$ cat config.mk
export PLATFORM = sky130hd
export DESIGN_NAME = multicycle_alu_flat
export DESIGN_NICKNAME = d
export VERILOG_FILES = /design/src/rtl/multicycle_alu_if.sv /design/src/rtl/multicycle_alu.sv /design/src/flat_wrapper.sv
export SDC_FILE = /design/constraint.sdc
export NUM_CORES = 1
export LEC_CHECK = 0
export CAP_MARGIN = 30
export CORE_ASPECT_RATIO = 0.7
export CORE_MARGIN = 4
export CORE_UTILIZATION = 35
export DETAILED_ROUTE_END_ITERATION = 10
export MAX_ROUTING_LAYER = met4
export PLACE_DENSITY_LB_ADDON = 0.08
export RECOVER_POWER = 25
export SYNTH_ARGS = -nofsm -noshare
export SYNTH_HDL_FRONTEND = slang
export SYNTH_SLANG_ARGS = --single-unit
$ cat constraint.sdc
create_clock -name clk -period 6.5 [get_ports clk]
set_clock_uncertainty 0.2 [all_clocks]
set_input_delay 0.65 -clock clk [delete_from_list [all_inputs] [get_ports clk]]
set_output_delay 0.65 -clock clk [all_outputs]
set_load 0.02 [all_outputs]
$ cat src/rtl/multicycle_alu_if.sv
// Request/result bundle between the CPU control unit and the multicycle ALU.
// bgn/rdy: the master raises bgn with stable opcode/A/B and holds it until rdy; rdy stays high while bgn does.
interface multicycle_alu_if #(parameter int WIDTH = 16) ();
  logic             bgn;
  logic [5:0]       opcode;
  logic [WIDTH-1:0] A;
  logic [WIDTH-1:0] B;
  logic [WIDTH-1:0] acc1;
  logic [WIDTH-1:0] acc2;
  logic             zero;
  logic             negative;
  logic             carry;
  logic             overflow;
  logic             rdy;
  logic [1:0]       state_dbg;

  modport master (
    output bgn, opcode, A, B,
    input  acc1, acc2, zero, negative, carry, overflow, rdy, state_dbg
  );

  modport slave (
    input  bgn, opcode, A, B,
    output acc1, acc2, zero, negative, carry, overflow, rdy, state_dbg
  );
endinterface

$ cat src/rtl/multicycle_alu.sv
// Execution unit: single-cycle ALU ops plus iterative shift-add MUL and restoring DIV/MOD.
// Results and flags are registered; rdy is raised in DONE and dropped once bgn falls.
module multicycle_alu #(
  parameter int WIDTH = 16
) (
  input  logic clk,
  input  logic rst,
  multicycle_alu_if.slave bus
);

  localparam int SH_W  = $clog2(WIDTH);
  localparam int CNT_W = $clog2(WIDTH);
  localparam logic [CNT_W-1:0] LAST_STEP = CNT_W'(WIDTH - 1);

  localparam logic [4:0] OP_ADD = 5'b00001;
  localparam logic [4:0] OP_SUB = 5'b00010;
  localparam logic [4:0] OP_LSR = 5'b00011;
  localparam logic [4:0] OP_LSL = 5'b00100;
  localparam logic [4:0] OP_RSR = 5'b00101;
  localparam logic [4:0] OP_RSL = 5'b00110;
  localparam logic [4:0] OP_MOV = 5'b00111;
  localparam logic [4:0] OP_MUL = 5'b01000;
  localparam logic [4:0] OP_DIV = 5'b01001;
  localparam logic [4:0] OP_MOD = 5'b01010;
  localparam logic [4:0] OP_AND = 5'b01011;
  localparam logic [4:0] OP_OR  = 5'b01100;
  localparam logic [4:0] OP_XOR = 5'b01101;
  localparam logic [4:0] OP_NOT = 5'b01110;
  localparam logic [4:0] OP_CMP = 5'b01111;
  localparam logic [4:0] OP_TST = 5'b10000;
  localparam logic [4:0] OP_INC = 5'b10001;
  localparam logic [4:0] OP_DEC = 5'b10010;

  typedef enum logic [1:0] {
    IDLE = 2'd0,
    CALC = 2'd1,
    DONE = 2'd2
  } state_t;

  state_t           state;
  logic [CNT_W-1:0] cnt;
  logic [4:0]       op_code;
  logic [WIDTH-1:0] op_a;
  logic [WIDTH-1:0] op_b;
  logic [WIDTH-1:0] work_hi;
  logic [WIDTH-1:0] work_lo;
  logic [WIDTH-1:0] acc1_q;
  logic [WIDTH-1:0] acc2_q;
  logic             zero_q;
  logic             negative_q;
  logic             carry_q;
  logic             overflow_q;
  logic             rdy_q;

  // Single-cycle datapath works straight off the bus so results land on the capture edge.
  logic [4:0]       op;
  logic [WIDTH-1:0] a;
  logic [WIDTH-1:0] b;
  logic [SH_W-1:0]  amt;
  logic [WIDTH-1:0] addend;
  logic [WIDTH-1:0] subtrahend;
  logic [WIDTH:0]   add_full;
  logic [WIDTH:0]   sub_full;
  logic             add_ovf;
  logic             sub_ovf;
  logic [WIDTH-1:0] shr_last;
  logic [WIDTH-1:0] shl_last;
  logic [WIDTH-1:0] rot_r;
  logic [WIDTH-1:0] rot_l;
  logic             amt_nz;
  logic [WIDTH-1:0] sc_acc1;
  logic [WIDTH-1:0] sc_acc2;
  logic             sc_c;
  logic             sc_v;
  logic             sc_known;
  logic             sc_iter;

  always_comb begin
    op         = bus.opcode[5:1];
    a          = bus.A;
    b          = bus.B;
    amt        = b[SH_W-1:0];
    amt_nz     = (amt != '0);
    addend     = (op == OP_INC) ? WIDTH'(1) : b;
    subtrahend = (op == OP_DEC) ? WIDTH'(1) : b;
    add_full   = {1'b0, a} + {1'b0, addend};
    sub_full   = {1'b0, a} - {1'b0, subtrahend};
    add_ovf    = (a[WIDTH-1] == addend[WIDTH-1]) && (add_full[WIDTH-1] != a[WIDTH-1]);
    sub_ovf    = (a[WIDTH-1] != subtrahend[WIDTH-1]) && (sub_full[WIDTH-1] != a[WIDTH-1]);
    shr_last   = a >> (amt - SH_W'(1));
    shl_last   = a << (amt - SH_W'(1));
    rot_r      = (a >> amt) | (a << ((SH_W+1)'(WIDTH) - {1'b0, amt}));
    rot_l      = (a << amt) | (a >> ((SH_W+1)'(WIDTH) - {1'b0, amt}));

    sc_acc1  = '0;
    sc_acc2  = '0;
    sc_c     = 1'b0;
    sc_v     = 1'b0;
    sc_known = 1'b1;
    sc_iter  = 1'b0;
    case (op)
      OP_ADD, OP_INC: begin
        sc_acc1 = add_full[WIDTH-1:0];
        sc_c    = add_full[WIDTH];
        sc_v    = add_ovf;
      end
      OP_SUB, OP_CMP, OP_DEC: begin
        sc_acc1 = sub_full[WIDTH-1:0];
        sc_c    = sub_full[WIDTH];
        sc_v    = sub_ovf;
      end
      OP_LSR: begin
        sc_acc1 = a >> amt;
        sc_c    = amt_nz & shr_last[0];
      end
      OP_LSL: begin
        sc_acc1 = a << amt;
        sc_c    = amt_nz & shl_last[WIDTH-1];
      end
      // The last bit to wrap is the same bit a logical shift would have pushed out.
      OP_RSR: begin
        sc_acc1 = rot_r;
        sc_c    = amt_nz & shr_last[0];
      end
      OP_RSL: begin
        sc_acc1 = rot_l;
        sc_c    = amt_nz & shl_last[WIDTH-1];
      end
      OP_MOV:         sc_acc1 = b;
      OP_AND, OP_TST: sc_acc1 = a & b;
      OP_OR:          sc_acc1 = a | b;
      OP_XOR:         sc_acc1 = a ^ b;
      OP_NOT:         sc_acc1 = ~a;
      OP_MUL:         sc_iter = 1'b1;
      OP_DIV, OP_MOD: begin
        if (b != '0) begin
          sc_iter = 1'b1;
        end else begin
          sc_acc1 = (op == OP_DIV) ? '1 : a;
          sc_acc2 = (op == OP_DIV) ? a : '1;
          sc_v    = 1'b1;
        end
      end
      default:        sc_known = 1'b0;
    endcase
  end

  // One iteration step: MUL keeps {hi,lo} as partial product / multiplier,
  // DIV/MOD keeps hi as partial remainder and lo as dividend shifting into quotient.
  logic             is_mul;
  logic [WIDTH:0]   mul_sum;
  logic [WIDTH:0]   div_shift;
  logic [WIDTH:0]   div_trial;
  logic [WIDTH-1:0] step_hi;
  logic [WIDTH-1:0] step_lo;
  logic [WIDTH-1:0] fin_acc1;
  logic [WIDTH-1:0] fin_acc2;
  logic             fin_c;

  always_comb begin
    is_mul    = (op_code == OP_MUL);
    mul_sum   = {1'b0, work_hi} + (work_lo[0] ? {1'b0, op_a} : '0);
    div_shift = {work_hi, work_lo[WIDTH-1]};
    div_trial = div_shift - {1'b0, op_b};
    if (is_mul) begin
      step_hi = mul_sum[WIDTH:1];
      step_lo = {mul_sum[0], work_lo[WIDTH-1:1]};
    end else begin
      step_hi = div_trial[WIDTH] ? div_shift[WIDTH-1:0] : div_trial[WIDTH-1:0];
      step_lo = {work_lo[WIDTH-2:0], ~div_trial[WIDTH]};
    end
    fin_c = 1'b0;
    if (op_code == OP_MOD) begin
      fin_acc1 = step_hi;
      fin_acc2 = step_lo;
    end else begin
      fin_acc1 = step_lo;
      fin_acc2 = step_hi;
      fin_c    = is_mul & (step_hi != '0);
    end
  end

  always_ff @(posedge clk or posedge rst) begin
    if (rst) begin
      state      <= IDLE;
      cnt        <= '0;
      op_code    <= '0;
      op_a       <= '0;
      op_b       <= '0;
      work_hi    <= '0;
      work_lo    <= '0;
      acc1_q     <= '0;
      acc2_q     <= '0;
      zero_q     <= 1'b0;
      negative_q <= 1'b0;
      carry_q    <= 1'b0;
      overflow_q <= 1'b0;
      rdy_q      <= 1'b0;
    end else begin
      case (state)
        IDLE: begin
          if (bus.bgn) begin
            op_code <= op;
            op_a    <= a;
            op_b    <= b;
            cnt     <= '0;
            if (sc_iter) begin
              work_hi <= '0;
              work_lo <= (op == OP_MUL) ? b : a;
              state   <= CALC;
            end else begin
              acc1_q <= sc_acc1;
              acc2_q <= sc_acc2;
              if (sc_known) begin
                zero_q     <= (sc_acc1 == '0);
                negative_q <= sc_acc1[WIDTH-1];
                carry_q    <= sc_c;
                overflow_q <= sc_v;
              end
              state <= DONE;
            end
          end
        end
        CALC: begin
          work_hi <= step_hi;
          work_lo <= step_lo;
          cnt     <= cnt + CNT_W'(1);
          if (cnt == LAST_STEP) begin
            acc1_q     <= fin_acc1;
            acc2_q     <= fin_acc2;
            zero_q     <= (fin_acc1 == '0);
            negative_q <= fin_acc1[WIDTH-1];
            carry_q    <= fin_c;
            overflow_q <= 1'b0;
            cnt        <= '0;
            state      <= DONE;
          end
        end
        DONE: begin
          if (bus.bgn) begin
            rdy_q <= 1'b1;
          end else begin
            rdy_q <= 1'b0;
            state <= IDLE;
          end
        end
        default: state <= IDLE;
      endcase
    end
  end

  assign bus.acc1      = acc1_q;
  assign bus.acc2      = acc2_q;
  assign bus.zero      = zero_q;
  assign bus.negative  = negative_q;
  assign bus.carry     = carry_q;
  assign bus.overflow  = overflow_q;
  assign bus.rdy       = rdy_q;
  assign bus.state_dbg = state;

endmodule

$ cat src/flat_wrapper.sv
// flat-port wrapper written by rule: the top's interface ports become plain ports
module multicycle_alu_flat 
#(
  parameter int WIDTH = 16
)
  (clk, rst, bus_bgn, bus_opcode, bus_A, bus_B, bus_acc1, bus_acc2, bus_zero, bus_negative, bus_carry, bus_overflow, bus_rdy, bus_state_dbg);
  multicycle_alu_if #(.WIDTH(WIDTH)) bus_i ();
  input  logic clk;
  input  logic rst;
  input wire logic [$bits(bus_i.bgn)-1:0] bus_bgn;
  input wire logic [$bits(bus_i.opcode)-1:0] bus_opcode;
  input wire logic [$bits(bus_i.A)-1:0] bus_A;
  input wire logic [$bits(bus_i.B)-1:0] bus_B;
  output wire logic [$bits(bus_i.acc1)-1:0] bus_acc1;
  output wire logic [$bits(bus_i.acc2)-1:0] bus_acc2;
  output wire logic [$bits(bus_i.zero)-1:0] bus_zero;
  output wire logic [$bits(bus_i.negative)-1:0] bus_negative;
  output wire logic [$bits(bus_i.carry)-1:0] bus_carry;
  output wire logic [$bits(bus_i.overflow)-1:0] bus_overflow;
  output wire logic [$bits(bus_i.rdy)-1:0] bus_rdy;
  output wire logic [$bits(bus_i.state_dbg)-1:0] bus_state_dbg;
  assign bus_i.bgn = bus_bgn;
  assign bus_i.opcode = bus_opcode;
  assign bus_i.A = bus_A;
  assign bus_i.B = bus_B;
  assign bus_acc1 = bus_i.acc1;
  assign bus_acc2 = bus_i.acc2;
  assign bus_zero = bus_i.zero;
  assign bus_negative = bus_i.negative;
  assign bus_carry = bus_i.carry;
  assign bus_overflow = bus_i.overflow;
  assign bus_rdy = bus_i.rdy;
  assign bus_state_dbg = bus_i.state_dbg;
  multicycle_alu #(.WIDTH(WIDTH)) u_core (.clk(clk), .rst(rst), .bus(bus_i));
endmodule
# After elaboration in Yosys (flattened, before gate mapping)
# Cells that the tools add are included.
totals:
  register_bits: 112
  in_bits: 41
  out_inout_bits: 39
  wordCells: 157
op_classes:
  add_sub_neg: 7
  n_eq_ne: 33
  shifts: 6
  muxes: 65
  n_bitwise: 10
  reduce_logical: 22
op_table:
  columns: ["operator", "count"]
  rows:
  - ["$mux 16", 24]
  - ["$pmux 16 s12", 1]
  - ["$pmux 16 s2", 4]
  - ["$eq 5x4->1 const B", 10]
  - ["$or 16x16->16", 3]
  - ["$logic_not 16->1", 2]
  - ["$reduce_bool 16->1", 2]
  - ["$shl 16x4->16", 2]
  - ["$mux 1", 21]
  - ["$eq 5x3->1 const B", 4]
  - ["$reduce_or 18->1", 1]
  - ["$add 16x16->17", 1]
  - ["$add 16x17->17", 1]
  - ["$sub 16x16->17", 1]
  - ["$sub 17x16->17", 1]
  - ["$and 16x16->16", 1]
  - ["$not 16->16", 1]
  - ["$shl 16x5->16", 1]
  - ["$shr 16x4->1", 1]
  - ["$shr 16x4->16", 1]
  - ["$shr 16x5->16", 1]
  - ["$xor 16x16->16", 1]
  - ["$eq 5x5->1 const B", 3]
  - ["$eq 5x2->1 const B", 2]
  - ["other kinds (30)", 53]

# Longest topological paths before layout
# Gate-level depths: netlist of run 1.
depth:
  depth_word: 10
  depth_mapped: 22
  depth_no_buf: 18

# Worst setup path before layout of run 1
# Ideal clock, no wire load.
synth_path:
  path_type: "in2reg"
  from: "in bus_opcode[1]"
  to: "reg u_core.zero_q (netlist: u_core.bus.zero)"
  setup_ns: 0.066
  t_arrival_ns: 4.906
  required_time_ns: 6.234
  slack_ns: 1.329
  path_stages: 21
  path_buffers: 4
  cell_sequence: "buf_2 -> clkbuf_1 -> inv_1 -> nor4_1 -> clkbuf_1 -> clkbuf_1 -> nand2_1 -> nand2_1 -> inv_1 -> ha_1 -> a211oi_1 -> nor3_1 -> o41ai_2 -> o21bai_1 -> a221o_1 -> a31oi_2 -> xnor2_1 -> a2111oi_0 -> o21ai_0 -> o31ai_1 -> a31o_1"
synth_between:
  elab_chain_len: 9
  elab_cells_between_ends: 40
  cone_classes: "2 x add/sub; 20 x eq/ne; 11 x mux; 7 x reduce/logical"
synth_rtl:
  columns: ["item", "line", "source"]
  rows:
  - ["from (decl)", "flat_wrapper.sv:11", "input wire logic [$bits(bus_i.opcode)-1:0] bus_opcode;"]
  - ["$eq 5x5->1 (tied with other cells)", "multicycle_alu.sv:85, multicycle_alu.sv:101", null]
  - ["$mux 16 (on tied branches)", "multicycle_alu.sv:85, multicycle_alu.sv:84, multicycle_alu.sv:139", null]
  - ["$sub 16x16->17 (tied with other cells)", "multicycle_alu.sv:87", "sub_full = {1'b0, a} - {1'b0, subtrahend};"]
  - ["$pmux 16 s12", "multicycle_alu.sv:101", "case (op)"]
  - ["$logic_not 16->1", "multicycle_alu.sv:215", "zero_q <= (sc_acc1 == '0);"]
  - ["$mux 1", "multicycle_alu.sv:214", "if (sc_known) begin"]
  - ["$mux 1", "multicycle_alu.sv:207", "if (sc_iter) begin"]
  - ["$mux 1", "multicycle_alu.sv:202", "if (bus.bgn) begin"]
  - ["$pmux 1 s2", "multicycle_alu.sv:200", "case (state)"]
  - ["to (signal assigned)", "multicycle_alu.sv:215", null]
  - ["to (signal assigned)", "multicycle_alu.sv:231", "zero_q <= (fin_acc1 == '0);"]
  - ["to (decl)", "multicycle_alu.sv:49", "logic zero_q;"]
# Parallel ways exist; a longest one is shown, timed or not. The select of a mux whose other input is x is not followed.
# A chain may end at the register's enable or synchronous reset.

# Worst setup path in the final report of run 1
layout_path:
  from: "in bus_opcode[4]"
  to: "reg u_core.overflow_q (netlist: u_core.bus.overflow)"
layout_between:
  elab_chain_len: 10
  elab_cells_between_ends: 42
  cone_classes: "2 x add/sub; 24 x eq/ne; 9 x mux; 7 x reduce/logical"
layout_rtl:
  columns: ["item", "line", "source"]
  rows:
  - ["$eq 5x5->1 (on tied branches)", "multicycle_alu.sv:85, multicycle_alu.sv:101, multicycle_alu.sv:84", null]
  - ["$mux 16 (on tied branches)", "multicycle_alu.sv:85, multicycle_alu.sv:84", null]
  - ["$sub 16x16->17 / $add 16x16->17 (equally long branches)", "multicycle_alu.sv:87, multicycle_alu.sv:86", null]
  - ["$ne 1x1->1 (on tied branches)", "multicycle_alu.sv:89, multicycle_alu.sv:88", null]
  - ["$logic_and 1x1->1 (on tied branches)", "multicycle_alu.sv:89, multicycle_alu.sv:88", null]
  - ["$pmux 1 s3", "multicycle_alu.sv:101", null]
  - ["$mux 1", "multicycle_alu.sv:214", null]
  - ["$mux 1", "multicycle_alu.sv:207", null]
  - ["$mux 1", "multicycle_alu.sv:202", null]
  - ["$pmux 1 s2", "multicycle_alu.sv:200", null]
  - ["to (signal assigned)", "multicycle_alu.sv:218", "overflow_q <= sc_v;"]
  - ["to (decl)", "multicycle_alu.sv:52", "logic overflow_q;"]
# Parallel ways exist; a longest one is shown, timed or not. The select of a mux whose other input is x is not followed.

==> results of run 1 <==
## final cells by class
cell class,instances,area [um2],share of cell area (%)
inverter,65,245,1.58
multi-input combinational,1397,10100,65.0
sequential,112,2800,18.1
timing repair buffer,154,1420,9.13
tap,527,659,4.25
clock inverter,7,72.6,0.468
clock buffer,9,225,1.45
antenna,2,5.00,0.0322
## power by group
group,internal [mW],switching (mW)
sequential,0.945,0.261
combinational,1.38,2.33
clock,0.273,0.314
## worst max path at each step
stage                       start                         endpoint  slack (ns)  depth (start not counted)
floorplan           bus_opcode[1]      u_core.bus.zero$_DFFE_PP0P_        1.33                         21
global placement    bus_opcode[4]  u_core.bus.acc1[15]$_DFFE_PP0P_        0.81                         17
detailed placement  bus_opcode[4]  u_core.bus.acc1[15]$_DFFE_PP0P_        0.78                         17
CTS                 bus_opcode[4]      u_core.bus.zero$_DFFE_PP0P_        1.14                         20
global route        bus_opcode[4]      u_core.bus.zero$_DFFE_PP0P_        0.71                         20
finish              bus_opcode[4]  u_core.bus.overflow$_DFFE_PP0P_        0.92                         17
## layout by cell type (no fill, tap or decap), drive strengths merged, types with 11 or more instances in the layout
cell type,Yosys,layout
o22ai,29,29
clkbuf,93,11
a21oi,106,106
nor2,128,128
mux2,45,45
nand4,18,18
ha,103,103
buf,39,77
nand2b,21,21
a21o,23,23
inv,64,66
dfrtp,112,112
o211ai,52,52
o21ai,152,152
clkdlybuf4s50,0,73
xnor2,31,31
mux4,42,42
nand3,39,39
and2,24,24
nor3,25,25
a211oi,29,29
nor4,12,12
xor2,23,23
a31oi,22,22
nand2,220,220
o31ai,11,11
mux2i,65,65
## stage by stage
stage               hold slack (ns)  area [um2]  util [%]  instances
CTS                           0.276       15500      40.3       2271
global route                  0.307       15500      40.3       2272
floorplan                     0.272       13700         -       1706
finish                        0.270       15500      40.3       2273
detailed placement            0.256       15200      39.5       2255
global placement              0.252       15100      39.3       2251
## sequential cells by signal, summed over array words and instances, names as in the netlist
name,count
u_core.bus.zero,1
u_core.work_hi,16
u_core.bus.rdy,1
u_core.bus.carry,1
u_core.cnt,4
u_core.op_b,16
u_core.bus.negative,1
u_core.bus.acc2,16
u_core.bus.acc1,16
u_core.op_code,5
u_core.bus.overflow,1
u_core.work_lo,16
u_core.bus.state_dbg,2
u_core.op_a,16
## per-layer routing
layer | routed length (um) | GRT usage (%) | up-vias | part of all wire, %
met1 | 31100 | 47.3 | 7046 | 48
met5 | 0 | - | - | 0
met2 | 24600 | 39.1 | 855 | 38
met3 | 7670 | 8.21 | 57 | 12
met4 | 862 | 3.63 | 0 | 1.3
li1 | - | - | 6413 | -
## critical path: cells and delay by family
family / cells / cell delay, ns
adder cells (fa/ha/maj): 1 / 0.31
buffers and inverters: 3 / 0.95
AO/OA/AOI/OAI: 9 / 2.85
XOR/XNOR: 1 / 0.10
AND/OR/NAND/NOR: 3 / 0.82
## Yosys cell counts, types with 29 or more instances
library cell / instances / area (um2)
sky130_fd_sc_hd__o22ai_1: 29 / 181
sky130_fd_sc_hd__nor2_1: 128 / 480
sky130_fd_sc_hd__nand3_1: 39 / 195
sky130_fd_sc_hd__mux4_2: 42 / 946
sky130_fd_sc_hd__dfrtp_1: 112 / 2800
sky130_fd_sc_hd__inv_1: 63 / 236
sky130_fd_sc_hd__nand2_1: 219 / 822
sky130_fd_sc_hd__a211oi_1: 29 / 218
sky130_fd_sc_hd__ha_1: 103 / 1290
sky130_fd_sc_hd__mux2i_1: 64 / 641
sky130_fd_sc_hd__o21ai_0: 149 / 746
sky130_fd_sc_hd__xnor2_1: 29 / 254
sky130_fd_sc_hd__a21oi_1: 106 / 531
sky130_fd_sc_hd__clkbuf_1: 93 / 349
sky130_fd_sc_hd__mux2_2: 43 / 484
sky130_fd_sc_hd__o211ai_1: 52 / 390
## logic make-up after synthesis
| group | Yosys count | synth area share, % |
|---|---|---|
| xor gates and xnor gates | 54 | 3.79 |
| muxes | 152 | 15.5 |
| and+or+nand+nor | 544 | 18.5 |
| adders and majority gates | 107 | 10.0 |
| AOI/OAI and AO/OA | 540 | 25.8 |
| buffers and inverters | 197 | 5.89 |
| DFF | 112 | 20.5 |
==> flow_metrics.tcl, run 1 <==
set metrics [dict create \
    detail_route.iter0.violations 1837 \
    end_kind "flop" \
    critical_path_peak_fanout 18 \
    finalPower_mw 5.50 \
    worstHoldPathType "flop to flop" \
    worstPathArrival_ns 5.70 \
    postSynthAreaPerCell_um2 8.01 \
    ctsHoldBuffers 0 \
    route.vias.total 14400 \
    detailedPlacementHpwl_um 49100 \
    timing.final.hold_violations 0 \
    synthesis.nets 1854 \
    vdd_drop_max_v 0.000283 \
    grt_pass1_vias 13200 \
    cts_setup_buffers 0 \
    dr.pass1.iters 5 \
    worstMarginPinSlew_ns 2.65 \
    layout.nets 1887 \
    share_of_synthesized_area_occupied_by_flip_flops_and_latches_pct 20.5 \
    area_growth_syn_to_layout_pct 13.6 \
    drt-total-wl_um 64200 \
    final_layout_size_suffix_gt1_share_pct 12.4 \
    peak_freq_ghz 0.179 \
    synth_top_flop_cell "sky130_fd_sc_hd__dfrtp_1" \
    min_to "u_core.bus.acc1[3]$_DFFE_PP0P_" \
    hold_start "u_core.bus.acc1[3]$_DFFE_PP0P_" \
    max-slew-margin-rel_pct -76.9 \
    crit_path_max_incr_delay_ns 0.51 \
    synth_enable_flop_cells 0 \
    wire_per_inst_um 28.2 \
    slew_viol_final 150 \
    report.final.setup_viol 0 \
    floorplan.die.width_um 244 \
    worst_skew_pair.late_latency_ns 0.37 \
    critical_path_class "primary input to flop" \
    postSynthCellCount 1706 \
    p_leak_nw 6.55 \
    layout.filler_cells 3964 \
    r2r_end "u_core.bus.carry$_DFFE_PP0P_" \
    cts_num_sinks 112 \
    timing.reg2reg.worst_path_depth 15 \
    timing.critical_path.from_type "primary input" \
    fin_ws_ns 0.918 \
    antenna_violating_nets_post_route 0 \
    grt_start_max_net_pins 61 \
    hold_path_depth 2 \
    io_buffer_count 78 \
    clock_tree.buffer_depth 2 \
    start_util_pct 35.5 \
    violations "max-capacitance violations, max-slew violations" \
    place.gp.congestion 1.03 \
    detail_route.drc_violations 0 \
    slowest_stage "sky130_fd_sc_hd__o311ai_0" \
    final_critical_path_required_period_ns 5.58 \
    fp.dieH_um 173 \
    most_numerous_cell_on_the_critical_path "sky130_fd_sc_hd__a21oi_1" \
    ys.warnings.count 0 \
    worst-r2r-setup-slack_ns 1.13 \
    outcome "complete, but fails checks" \
    post_cts.resized_instances 0 \
    numCtsBuffers 9 \
    fin_crit_sh_pct 85.9 \
    postSynth.asyncResetShare_pct 100 \
    post_place_setup_slack_ns 0.780 \
    gr-total-overflow 0 \
    timing.rr.start "u_core.work_lo[15]$_DFFE_PP0P_" \
    synthDistinctLibCells 95 \
    clock_tree.htree_level_count 3 \
    rsz_0062_raised_after_global_routing "no" \
    register_bit_total_from_synthesis 112 \
    netlist_area_um2 13700 \
    design.portCount 80 \
    row_count 60 \
    cts_tree "done" \
    crit_path_cell_chain "clkdlybuf4s50_1 > buf_4 > nor2_1 > nand4_1 > buf_4 > nand2_1 > ha_1 > a2111o_1 > o21ai_0 > a21oi_1 > o21ai_0 > a21oi_1 > a21o_1 > a21oi_1 > xnor2_1 > o311ai_0 > a22o_1" \
    grt_antenna_before_repair 1 \
    max_cap_violations 3 \
    vias_per_cell 6.32 \
    clockRootBuffer "sky130_fd_sc_hd__clkbuf_16" \
    cts.reportedPaths.clkPinSlew_ns 0.08 \
    pwr_density_cell_nw_per_um2 354 \
    grt_total_usage_pct 30.2 \
    grt_pass1_wl_um 93400 \
    timing.critical_path.required_ns 6.61 \
    floorplan.die_area_um2 42300 \
    core_area_um2 38500 \
    setup_tns_after_final_layout_ns 0 \
]
No activity file was read; power rests on OpenSTA's default activity.
==> inputs of run 2 (changes only) <==
--- a/config.mk
+++ b/config.mk
@@ -5,6 +5,7 @@
 export SDC_FILE = /design/constraint.sdc
 export NUM_CORES = 1
 export LEC_CHECK = 0
+export ABC_CLOCK_PERIOD_IN_PS = 6500
 export CAP_MARGIN = 30
 export CORE_ASPECT_RATIO = 0.7
 export CORE_MARGIN = 4
@@ -13,6 +14,7 @@
 export MAX_ROUTING_LAYER = met4
 export PLACE_DENSITY_LB_ADDON = 0.08
 export RECOVER_POWER = 25
+export SETUP_SLACK_MARGIN = 0.15
 export SYNTH_ARGS = -nofsm -noshare
 export SYNTH_HDL_FRONTEND = slang
 export SYNTH_SLANG_ARGS = --single-unit
==> results of run 2 <==
Same layout as run 1: the final DEF is identical, and so are final timing and power.
==> inputs of run 3 (changes only) <==
--- a/config.mk
+++ b/config.mk
@@ -11,6 +11,7 @@
 export CORE_MARGIN = 4
 export CORE_UTILIZATION = 35
 export DETAILED_ROUTE_END_ITERATION = 10
+export GPL_TIMING_DRIVEN = 0
 export MAX_ROUTING_LAYER = met4
 export PLACE_DENSITY_LB_ADDON = 0.08
 export RECOVER_POWER = 25
==> run 3 against run 2 <==
The flow still finishes with violations (max-capacitance violations, max-slew violations). Sequential power barely moved. Final cell count is 3.2% higher. Combinational power up 5%. Critical endpoint is now u_core.bus.acc1[13]$_DFFE_PP0P_. Largest cell class unchanged. Highest routed layer unchanged.
==> flow_metrics.tcl, run 3 (same netlist as run 1, synthesis figures left out) <==
set metrics [dict create \
    design.portCount 80 \
    timing.critical_path.from_type "primary input" \
    setup_tns_after_final_layout_ns 0 \
    internal_power_mw 2.65 \
    power_switching_mw 3.06 \
    fin_ws_ns 0.159 \
    dr.pass1.iters 6 \
    violations "max-capacitance violations, max-slew violations" \
    layout.cell_area.non_filler_um2 15700 \
    timing.final.hold_violations 0 \
    report.final.setup_viol 0 \
    worstPathArrival_ns 6.40 \
    max_cap_violations 2 \
    grt_pass1_vias 14300 \
    wire_per_inst_um 33.6 \
    numCtsBuffers 9 \
    final_critical_path_required_period_ns 6.34 \
    timing.critical_path.required_ns 6.55 \
    p_clk_share_pct 10.9 \
    vdd_drop_max_v 0.000379 \
    floorplan.die_area_um2 42300 \
    fin_crit_sh_pct 97.5 \
    place.gp.congestion 1.06 \
    cts.reportedPaths.clkPinSlew_ns 0.08 \
    final_layout_size_suffix_gt1_share_pct 11.0 \
    power.combinational.fraction_pct 68.0 \
    switching_share_pct 53.6 \
    core_area_um2 38500 \
    grt_start_max_net_pins 76 \
    grt_antenna_before_repair 3 \
    clock_tree.htree_level_count 3 \
    layout.nets 1960 \
    row_count 60 \
    worst_skew_pair.late_latency_ns 0.38 \
    outcome "complete, but fails checks" \
    finalPower_mw 5.71 \
    grt_total_usage_pct 37.1 \
    start_util_pct 35.5 \
    route.vias.total 15600 \
    layout.cells.most_common_list "219 x sky130_fd_sc_hd__nand2_1, 147 x sky130_fd_sc_hd__o21ai_0, 128 x sky130_fd_sc_hd__nor2_1, 112 x sky130_fd_sc_hd__dfrtp_1, 106 x sky130_fd_sc_hd__a21oi_1" \
    rsz_0062_raised_after_global_routing "no" \
    detailedPlacementHpwl_um 63100 \
    gr-total-overflow 0 \
    io_buffer_count 75 \
    slew_viol_final 115 \
    multi_input_comb_area_um2 10100 \
    worstMarginPinSlew_ns 3.58 \
    finish.utilization_pct 40.8 \
    max-slew-margin-rel_pct -138 \
    p_leak_nw 6.59 \
    grt_pass1_wl_um 109000 \
    pwr_density_cell_nw_per_um2 363 \
    crit_path_cell_chain "clkdlybuf4s50_1 > clkbuf_2 > nor4_4 > clkbuf_4 > clkbuf_2 > nand2_1 > nand2_1 > inv_1 > ha_1 > a211oi_1 > nor3_1 > o41ai_2 > o21bai_1 > a221o_1 > a31oi_2 > xnor2_1 > a2111oi_0 > o21ai_1 > mux2i_1 > o21ai_0" \
    peak_freq_ghz 0.158 \
    commonest_non_fill_non_tap_cell_in_the_layout "sky130_fd_sc_hd__nand2_1" \
    cts_num_sinks 112 \
    area.sequential_um2 2800 \
    worst-r2r-setup-slack_ns 1.54 \
    ctsHoldBuffers 0 \
    detail_route.drc_violations 0 \
    cts_tree "done" \
    vias_per_cell 6.64 \
    critical_path_class "primary input to flop" \
    final-instance-count-excl-fill 2346 \
    floorplan.die.width_um 244 \
    place_inst 2326 \
    end_kind "flop" \
    worstHoldPathType "flop to flop" \
    post_place_setup_slack_ns -1.20 \
    slowest_stage "sky130_fd_sc_hd__clkdlybuf4s50_1" \
    detail_route.iter0.violations 2457 \
    crit_path_max_incr_delay_ns 0.55 \
    critical_path_peak_fanout 10 \
    fp.dieH_um 173 \
    layout.filler_cells 4032 \
    postPlaceCellArea_um2 15300 \
    clockRootBuffer "sky130_fd_sc_hd__clkbuf_16" \
    seq_power_share_pct 21.1 \
    area_growth_syn_to_layout_pct 15.0 \
    holdWs_ns 0.272 \
    clock_tree.buffer_depth 2 \
    drt-total-wl_um 78800 \
    antenna_violating_nets_post_route 0 \
]
## run 3: cell types whose count changed in the layout (fill, tap and decap cells not counted), sizes merged
cell	previous run	this run
buf	77	56
bufinv	0	1
clkbuf	11	105
clkinv	2	3
clkinvlp	4	2
dlymetal6s2s	0	1
inv	66	65
## run 3: final timing paths
kind	from	endpoint	cells past startpoint
worst max register to register	u_core.work_lo[15]$_DFFE_PP0P_	u_core.bus.carry$_DFFE_PP0P_	15
min in group asynchronous	rst	u_core.bus.acc1[8]$_DFFE_PP0P_	2
worst min-delay path	u_core.bus.acc1[14]$_DFFE_PP0P_	u_core.bus.acc1[14]$_DFFE_PP0P_	2
worst max-delay path	bus_opcode[3]	u_core.bus.acc1[13]$_DFFE_PP0P_	20
max in group asynchronous	rst	u_core.op_b[7]$_DFFE_PP0P_	3
worst min register to register	u_core.bus.acc1[14]$_DFFE_PP0P_	u_core.bus.acc1[14]$_DFFE_PP0P_	2
## run 3: timing repair
action	CTS	global route
setup buffers	3	0
gates resized for setup	7	30
endpoints found under the setup margin	9	5
pin swaps	1	0
## run 3: final cells by class
| class | instances | area share (%) |
|---|---|---|
| antenna | 2 | 0.0319 |
| buffer | 130 | 3.64 |
| clock buffer | 10 | 1.52 |
| clock inverter | 6 | 0.558 |
| inverter | 65 | 1.56 |
| multi-input combinational | 1397 | 64.6 |
| sequential | 112 | 17.8 |
| tap | 527 | 4.20 |
| timing repair buffer | 97 | 6.02 |
## run 3: per-layer routing
metal	vias up	share of wire [%]	track usage (%)
li1	6556	-	-
met1	7803	47	57.7
met2	1110	35	43.6
met3	101	16	15.8
met4	0	1.8	5.76
met5	-	0	-
## run 3: power groups by stage
stage	clock network, mW	registers, mW	logic (mW)
final	0.622	1.20	3.88
after global routing	0.660	1.23	4.10
after CTS	0.629	1.19	3.70
after detailed placement	0	1.20	3.68
after global placement	0	1.20	3.66
after floorplan	0	1.19	2.26
## run 3: critical path: cells and delay by family
kind,cells,cell delay [ns]
and+or+nand+nor,4,0.85
adders and majority gates,1,0.27
xor gates and xnor gates,1,0.16
muxes,1,0.37
buffers and inverters,5,1.62
AOI/OAI and AO/OA,8,2.43
